[src/rtl/qpmm_pkg.sv]
// ============================================================================
// qpmm_pkg : shared constants and types for the QPMM operand scheduler
// Rev 1.0  : initial release
// ============================================================================
`default_nettype none

package qpmm_pkg;

  localparam int QPMM_W      = 272;
  localparam int QPMM_ADDR_W = 8;

  typedef struct packed {
    logic                   valid;
    logic [QPMM_ADDR_W-1:0] dst;
  } tag_entry_t;

  typedef enum logic [1:0] {
    ST_IDLE  = 2'd0,
    ST_RUN   = 2'd1,
    ST_STALL = 2'd2
  } sched_state_e;

endpackage

`default_nettype wire

[src/rtl/qpmm_tag_pipe.sv]
// ============================================================================
// qpmm_tag_pipe : DEPTH-stage {valid, dst} tracker with per-stage address match
// Rev 1.0       : initial release
// ============================================================================
`default_nettype none

module qpmm_tag_pipe #(
  parameter int DEPTH  = 19,
  parameter int ADDR_W = 8
) (
  input  logic              clk,
  input  logic              rst,
  input  logic              in_valid,
  input  logic [ADDR_W-1:0] in_dst,
  input  logic [ADDR_W-1:0] cmp_a,
  input  logic [ADDR_W-1:0] cmp_b,
  output logic [DEPTH-1:0]  match_a,
  output logic [DEPTH-1:0]  match_b,
  output logic              out_valid,
  output logic [ADDR_W-1:0] out_dst,
  output logic              pending
);

  logic [DEPTH-1:0]  vld;
  logic [ADDR_W-1:0] dst [DEPTH];

  always_ff @(posedge clk) begin
    if (rst) begin
      vld <= '0;
      for (int i = 0; i < DEPTH; i++) dst[i] <= '0;
    end else begin
      vld    <= {vld[DEPTH-2:0], in_valid};
      dst[0] <= in_dst;
      for (int i = 1; i < DEPTH; i++) dst[i] <= dst[i-1];
    end
  end

  generate
    for (genvar g = 0; g < DEPTH; g++) begin : g_match
      assign match_a[g] = vld[g] && (dst[g] == cmp_a);
      assign match_b[g] = vld[g] && (dst[g] == cmp_b);
    end
  endgenerate

  // Last stage is the entry writing back this cycle; pending covers the rest.
  assign out_valid = vld[DEPTH-1];
  assign out_dst   = dst[DEPTH-1];
  assign pending   = |vld[DEPTH-2:0];

endmodule

`default_nettype wire

[src/rtl/qpmm_sched.sv]
// ============================================================================
// qpmm_sched : issues operand reads to the QPMM and schedules Z write-back
//              L = RAM_LAT + MUL_LAT + 1 cycles after each accepted command.
//              Define QPMM_SCHED_HAZARD_EN to stall commands reading an
//              in-flight destination.
// Rev 1.0    : initial release
// ============================================================================
`default_nettype none

module qpmm_sched
  import qpmm_pkg::*;
#(
  parameter int ADDR_W  = QPMM_ADDR_W,
  parameter int RAM_LAT = 2,
  parameter int MUL_LAT = 16
) (
  input  logic              clk,
  input  logic              rst,
  input  logic              cmd_valid,
  output logic              cmd_ready,
  input  logic [ADDR_W-1:0] cmd_srca,
  input  logic [ADDR_W-1:0] cmd_srcb,
  input  logic [ADDR_W-1:0] cmd_dst,
  output logic [ADDR_W-1:0] ram0_addrb,
  output logic [ADDR_W-1:0] ram1_addrb,
  output logic [ADDR_W-1:0] ram_addra,
  output logic              ram_wea,
  output logic              done_valid,
  output logic [ADDR_W-1:0] done_dst,
  output logic              busy
);

  localparam int L = RAM_LAT + MUL_LAT + 1;

  localparam logic [1:0] S_IDLE  = ST_IDLE;
  localparam logic [1:0] S_RUN   = ST_RUN;
  localparam logic [1:0] S_STALL = ST_STALL;

  logic [1:0]        state;
  logic [1:0]        state_nxt;
  logic              accept;
  logic              blocked;
  logic              hazard;
  logic [L-1:0]      match_a;
  logic [L-1:0]      match_b;
  logic              ret_valid;
  logic [ADDR_W-1:0] ret_dst;
  logic              pending;
  logic              wr;

  qpmm_tag_pipe #(
    .DEPTH  (L),
    .ADDR_W (ADDR_W)
  ) u_tag_pipe (
    .clk       (clk),
    .rst       (rst),
    .in_valid  (accept),
    .in_dst    (cmd_dst),
    .cmp_a     (cmd_srca),
    .cmp_b     (cmd_srcb),
    .match_a   (match_a),
    .match_b   (match_b),
    .out_valid (ret_valid),
    .out_dst   (ret_dst),
    .pending   (pending)
  );

`ifdef QPMM_SCHED_HAZARD_EN
  // The retiring stage is included: its Z is not in RAM until after this edge.
  assign blocked = (|match_a) || (|match_b);
`else
  assign blocked = 1'b0;
  logic unused_match;
  assign unused_match = ^{match_a, match_b};
`endif

  assign cmd_ready = !rst && !blocked;
  assign accept    = cmd_valid && cmd_ready;
  assign hazard    = cmd_valid && blocked;

  always_ff @(posedge clk) begin
    if (rst) begin
      ram0_addrb <= '0;
      ram1_addrb <= '0;
    end else if (accept) begin
      ram0_addrb <= cmd_srca;
      ram1_addrb <= cmd_srcb;
    end
  end

  always_comb begin
    state_nxt = state;
    case (state)
      S_IDLE:  if (accept) state_nxt = S_RUN;
      S_RUN: begin
        if (hazard)                  state_nxt = S_STALL;
        else if (!pending && !accept) state_nxt = S_IDLE;
      end
      S_STALL: if (!hazard) state_nxt = S_RUN;
      default: state_nxt = S_IDLE;
    endcase
  end

  always_ff @(posedge clk) begin
    if (rst) state <= S_IDLE;
    else     state <= state_nxt;
  end

  assign wr         = ret_valid && !rst;
  assign ram_wea    = wr;
  assign ram_addra  = wr ? ret_dst : '0;
  assign done_valid = wr;
  assign done_dst   = wr ? ret_dst : '0;
  assign busy       = !rst && (state != S_IDLE);

endmodule

`default_nettype wire

[config.mk]
export PLATFORM = sky130hd
export DESIGN_NAME = qpmm_sched
export DESIGN_NICKNAME = d
export VERILOG_FILES = /design/src/rtl/qpmm_pkg.sv /design/src/rtl/qpmm_tag_pipe.sv /design/src/rtl/qpmm_sched.sv
export SDC_FILE = /design/constraint.sdc
export NUM_CORES = 1
export LEC_CHECK = 0
export CAP_MARGIN = 20
export CORE_ASPECT_RATIO = 0.5
export CORE_MARGIN = 5
export CORE_UTILIZATION = 54
export CTS_CLUSTER_SIZE = 8
export DETAILED_ROUTE_END_ITERATION = 8
export PLACE_DENSITY = 0.85
export SLEW_MARGIN = 0
export SYNTH_ARGS = -nofsm -noshare
export SYNTH_HDL_FRONTEND = slang
export SYNTH_SLANG_ARGS = --single-unit
[constraint.sdc]
create_clock -name clk -period 1.2 [get_ports clk]
set_clock_uncertainty 0.15 [all_clocks]
set_input_delay 0.12 -clock clk [delete_from_list [all_inputs] [get_ports clk]]
set_output_delay 0.12 -clock clk [all_outputs]
set_load 0.005 [all_outputs]
# ---- Word-level counts from Yosys, hierarchy flattened
# Memories as Yosys holds them, arrays and structs flattened.
# Index checks and enable logic that the tools add are counted.
# W data, S select, Z words.
dict set report word_totals {
  regBits 37
  inputBits 27
  ramBits 152
  output_inout_bits 36
  elab_cells 65
  mem_count 1
}
# memory words width rd rd_ports_with_merged_regs wr line
set memory_table {}
lappend memory_table {u_tag_pipe.dst 19 8 19 0 19 qpmm_tag_pipe.sv:25} ;# logic [ADDR_W-1:0] dst [DEPTH];
dict set report op_classes {
  eq_ne 4
  n_bitwise 19
  muxes 26
  n_reduce_logical 11
}
# cell count
set ops {}
lappend ops {{$mux W8} 20}
lappend ops {{$or A1 B1 Y1} 19}
lappend ops {{$reduce_or A18 Y1} 1}
lappend ops {{$pmux W2 S3} 1}
lappend ops {{$logic_and A1 B1 Y1} 4}
lappend ops {{$mux W2} 2}
lappend ops {{$ne A2 B2 Y1 const B} 2}
lappend ops {{$logic_not A1 Y1} 3}
lappend ops {{$mux W1} 3}
lappend ops {{$eq A2 B1 Y1 const B} 1}
lappend ops {{$eq A2 B2 Y1 const B} 1}
lappend ops {{$logic_not A2 Y1} 1}
lappend ops {{$reduce_and A2 Y1} 1}
lappend ops {{$reduce_bool A2 Y1} 1}

# ---- Logic depth before layout (Yosys ltp)
dict set report logic_depth {
  ltp_word 6
  ltp_mapped 5
  ltp_nobuf 3
}

# ---- Modules after synthesis
# From an unflattened synthesis, not the netlist that was laid out.
dict set report unflattened {
  cells_unflattened 940
  area_unflattened_um2 9006.1
}
# mod area_per_inst_um2 cells_per_inst seq_area_each_um2 instances
set by_module_without_submodules {}
lappend by_module_without_submodules {qpmm_tag_pipe 8254.2 863 3423.3 1}
lappend by_module_without_submodules {qpmm_sched 752.0 77 340.3 1}

# ---- Worst setup path before layout
# OpenSTA, ideal clock, no wires.
dict set report synth_timing {
  kind {register -> output}
  startpoint {reg u_tag_pipe.vld[18]}
  endpoint {out ram_addra[0]}
  required_time_ns 0.930
  t_arrival_ns 0.831
  n_path_buf 2
  path_stages_with_launch 5
  slack_ns 0.099
  path_cell_list {dfxtp_1 > nor2b_1 > buf_2 > and2_1 > buf_4}
}
dict set report synth_between {
  elab_chain_len 2
}
# item line
set synth_lines {}
lappend synth_lines {{start, declared} qpmm_tag_pipe.sv:24} ;# logic [DEPTH-1:0] vld;
lappend synth_lines {{start signal, assigned} qpmm_tag_pipe.sv:32} ;# vld <= {vld[DEPTH-2:0], in_valid};
lappend synth_lines {{$logic_and A1 B1 Y1} qpmm_sched.sv:109} ;# assign wr = ret_valid && !rst;
lappend synth_lines {{named net done_valid} qpmm_sched.sv:28} ;# output logic done_valid,
lappend synth_lines {{$mux W8} -}
lappend synth_lines {{end, declared} qpmm_sched.sv:26} ;# output logic [ADDR_W-1:0] ram_addra,
# The timed path passes the listed nets, and every way through them passes these cells.

# ---- Final worst setup path
dict set report layout_timing {
  startpoint {reg u_tag_pipe.vld[18]}
  endpoint {out done_dst[1]}
}
dict set report layout_between {
  elab_chain_len 2
}
# item line
set layout_lines {}
lappend layout_lines {{$logic_and A1 B1 Y1} qpmm_sched.sv:109}
lappend layout_lines {{$mux W8} qpmm_sched.sv:113} ;# assign done_dst = wr ? ret_dst : '0;
lappend layout_lines {{end, declared} qpmm_sched.sv:29} ;# output logic [ADDR_W-1:0] done_dst,
# Every way passes these cells.

==> metrics.txt <==
status finished with violations; failing checks negative setup slack; CTS buffer count 17; GRT overflow 0; # DRC 0; post-DP HPWL around 4.2 mm; CP Data Arrival Time ~1300 ps; Die Span X roughly 150 microns; total number of vias approximately 2900; sequential-to-total area share from yosys stat 69.8%; Worst-path clk slew 70 ps; Worst-Margin Slew 379 ps; leading area contributor after synthesis dfxtp_1; main area contributors after synthesis dfxtp_1 (70%), nor2b_1 (20%), mux2i_1 (3.0%); Die ar. 12200 sq um; RSZ-0062 raised after global routing true; Area Overhead vs Synth 26.5%; DR pass1 iterations 2; Lkg Pwr between 2 and 3 nW; VDD IR max ~1400 uV; cells after synthesis ~440; EDFF count, synth 0; setup TNS -6230 ps; # fillers roughly 660; root buf cell clkbuf_16; Post-Synthesis Cell Area roughly 5400 sq um; setup ws final -404 ps; Routed Antenna Nets 0; Worst-Skew Late Latency between 400 and 500 ps; count leader, synth dfxtp_1; PortBufs 62; crit share post-route 134%; CP required approximately 930 ps; layout cells sized above 1 about 23%; top_reg_cell synth dfxtp_1; post-route cell area between 6000 and 7000 sq um; GRT Util Overall 14.3%; core area 9600 sq um; CTS Sinks ~190; Seq cells post-synth approximately 190; first-pass GRT wire length 13.1 mm; row count 25; Starting DRT DRC Count 72; initial antenna violation count 0; Crit Path Category flop to primary output; vias in the first global route roughly 2800; # diodes 0; Final Max Tran Viols 0; I/O pin total 63; Routability Congestion 0.698; Slew HR between 70% and 80%; CTS tree built; Pwr Density about 1800 nW/um^2; CP endpoint kind primary output; post-synth cell types 15; dpl cell area between 6000 and 7000 sq um; max cap viols 0; fin crit period roughly 1600 ps; DR WL/cell approximately 12 microns; f_max 624 MHz; largest net degree at the start of global routing between 90 and 100; Fin. Hold Viols 0; Yosys Warn Count 0; # setup viols final 20; Hold Crit Class input pin to flop; Clock Tree Buf Depth 2; H-tree depth 4; Post-synth top cells dfxtp_1 (188), nor2b_1 (172), buf_2 (19); Nets around 540; top-area cell type share of the netlist area 69.8%; WL final a little under 8 mm; Initial Utilization 56.2%; Mapped Avg Cell Area about 12 sq um; via-per-instance ratio between 4 and 5; ys async rst share 0%; Crit Path Max Fanout 3; Synth Net Count 470; chip height between 80 and 90 microns; total power approximately 0.013 W; Startpoint Class flop
routing by layer:
layer	part of all wire, %	vias to the layer above	global-route usage, %	wire, microns
met3	5.2	18	5.24	405
met2	51	60	24.9	3980
met1	42	1314	14.9	3260
met4	2.1	0	8.41	162
met5	0	-	0	0
li1	-	1491	-	-
where the power goes:
part,switching (W),leakage [nW],internal [W]
clock,0.00227,0.312,0.00356
combinational,0.000181,1.00,0.000205
sequential,0.0000267,1.53,0.00633
layout make-up:
cell class / instances / area (sq um) / area share, %
sequential: 188 / 3790 / 55.5
multi-input combinational: 221 / 1480 / 21.6
inverter: 1 / 3.75 / 0.0550
timing repair buffer: 81 / 754 / 11.1
tap: 135 / 169 / 2.47
clock buffer: 19 / 443 / 6.49
clock inverter: 13 / 188 / 2.75
path summary, 6_finish.rpt:
kind / from / endpoint / slack, ps / cells past startpoint
setup reg to reg: u_tag_pipe.vld[15] / state[0] / -20 / 3
hold reg to reg: u_tag_pipe.dst[1][12] / u_tag_pipe.dst[1][20] / 280 / 1
hold / removal: rst / ram0_addrb[0] / 90 / 4
setup / recovery: u_tag_pipe.vld[18] / done_dst[1] / -400 / 5
cells by family (layout without fill, tap and decap cells):
| group | after synthesis | after routing | synth area share (%) |
|---|---|---|---|
| AO/OA/AOI/OAI | 1 | 1 | 0.278 |
| buffers and inverters | 34 | 114 | 4.01 |
| flip-flops | 188 | 188 | 69.8 |
| multiplexers | 16 | 16 | 2.97 |
| AND/OR/NAND/NOR | 204 | 204 | 23.0 |
stage by stage:
stage               worst slack, ps  util [%]  hold slack [ps]  std cells
floorplan                      99.1         -             98.2        443
global placement               -240      63.1              266        615
detailed placement             -281      63.1              270        615
CTS                            -408      70.8             60.9        658
global route                   -472      71.1             84.5        658
finish                         -404      71.1             85.7        658
worst max-delay path, cell delays in order, from the launching register on:
cell     delay [ps]
dfxtp_2         320
nor2b_4         150
buf_6           110
buf_6            90
and2_4          150
buf_6           100
state kept, by name, summed over array words and instances, names as in the netlist:
name and count:
state 1, u_tag_pipe.dst 152, u_tag_pipe.vld 19, ram0_addrb 8, ram1_addrb 8
layout by cell type, fill, tap and decap left out, types with 2 or more instances in the layout:
| cell type | instances |
|---|---|
| dfxtp_2 | 22 |
| clkinv_2 | 3 |
| dlygate4sd3_1 | 2 |
| nor2_1 | 17 |
| mux2i_1 | 16 |
| buf_6 | 25 |
| and2_4 | 8 |
| bufinv_16 | 4 |
| clkdlybuf4s50_1 | 26 |
| nor4_1 | 2 |
| buf_2 | 17 |
| inv_6 | 3 |
| dfxtp_1 | 166 |
| buf_4 | 9 |
| buf_12 | 2 |
| nor2b_4 | 3 |
| nor2b_1 | 170 |
| clkbuf_16 | 17 |
| clkinv_4 | 3 |
repair_timing:
item / CTS / global route
pin swaps: 10 / 3
hold endpoints to repair: 9 / 0
gates resized for setup: 195 / 7
cloned: 1 / 0
hold buffers: 2 / 0
buffers inserted: 8 / 0
endpoints found under the setup margin: 37 / 20
Note: power is estimated with default switching activity, not from simulation.
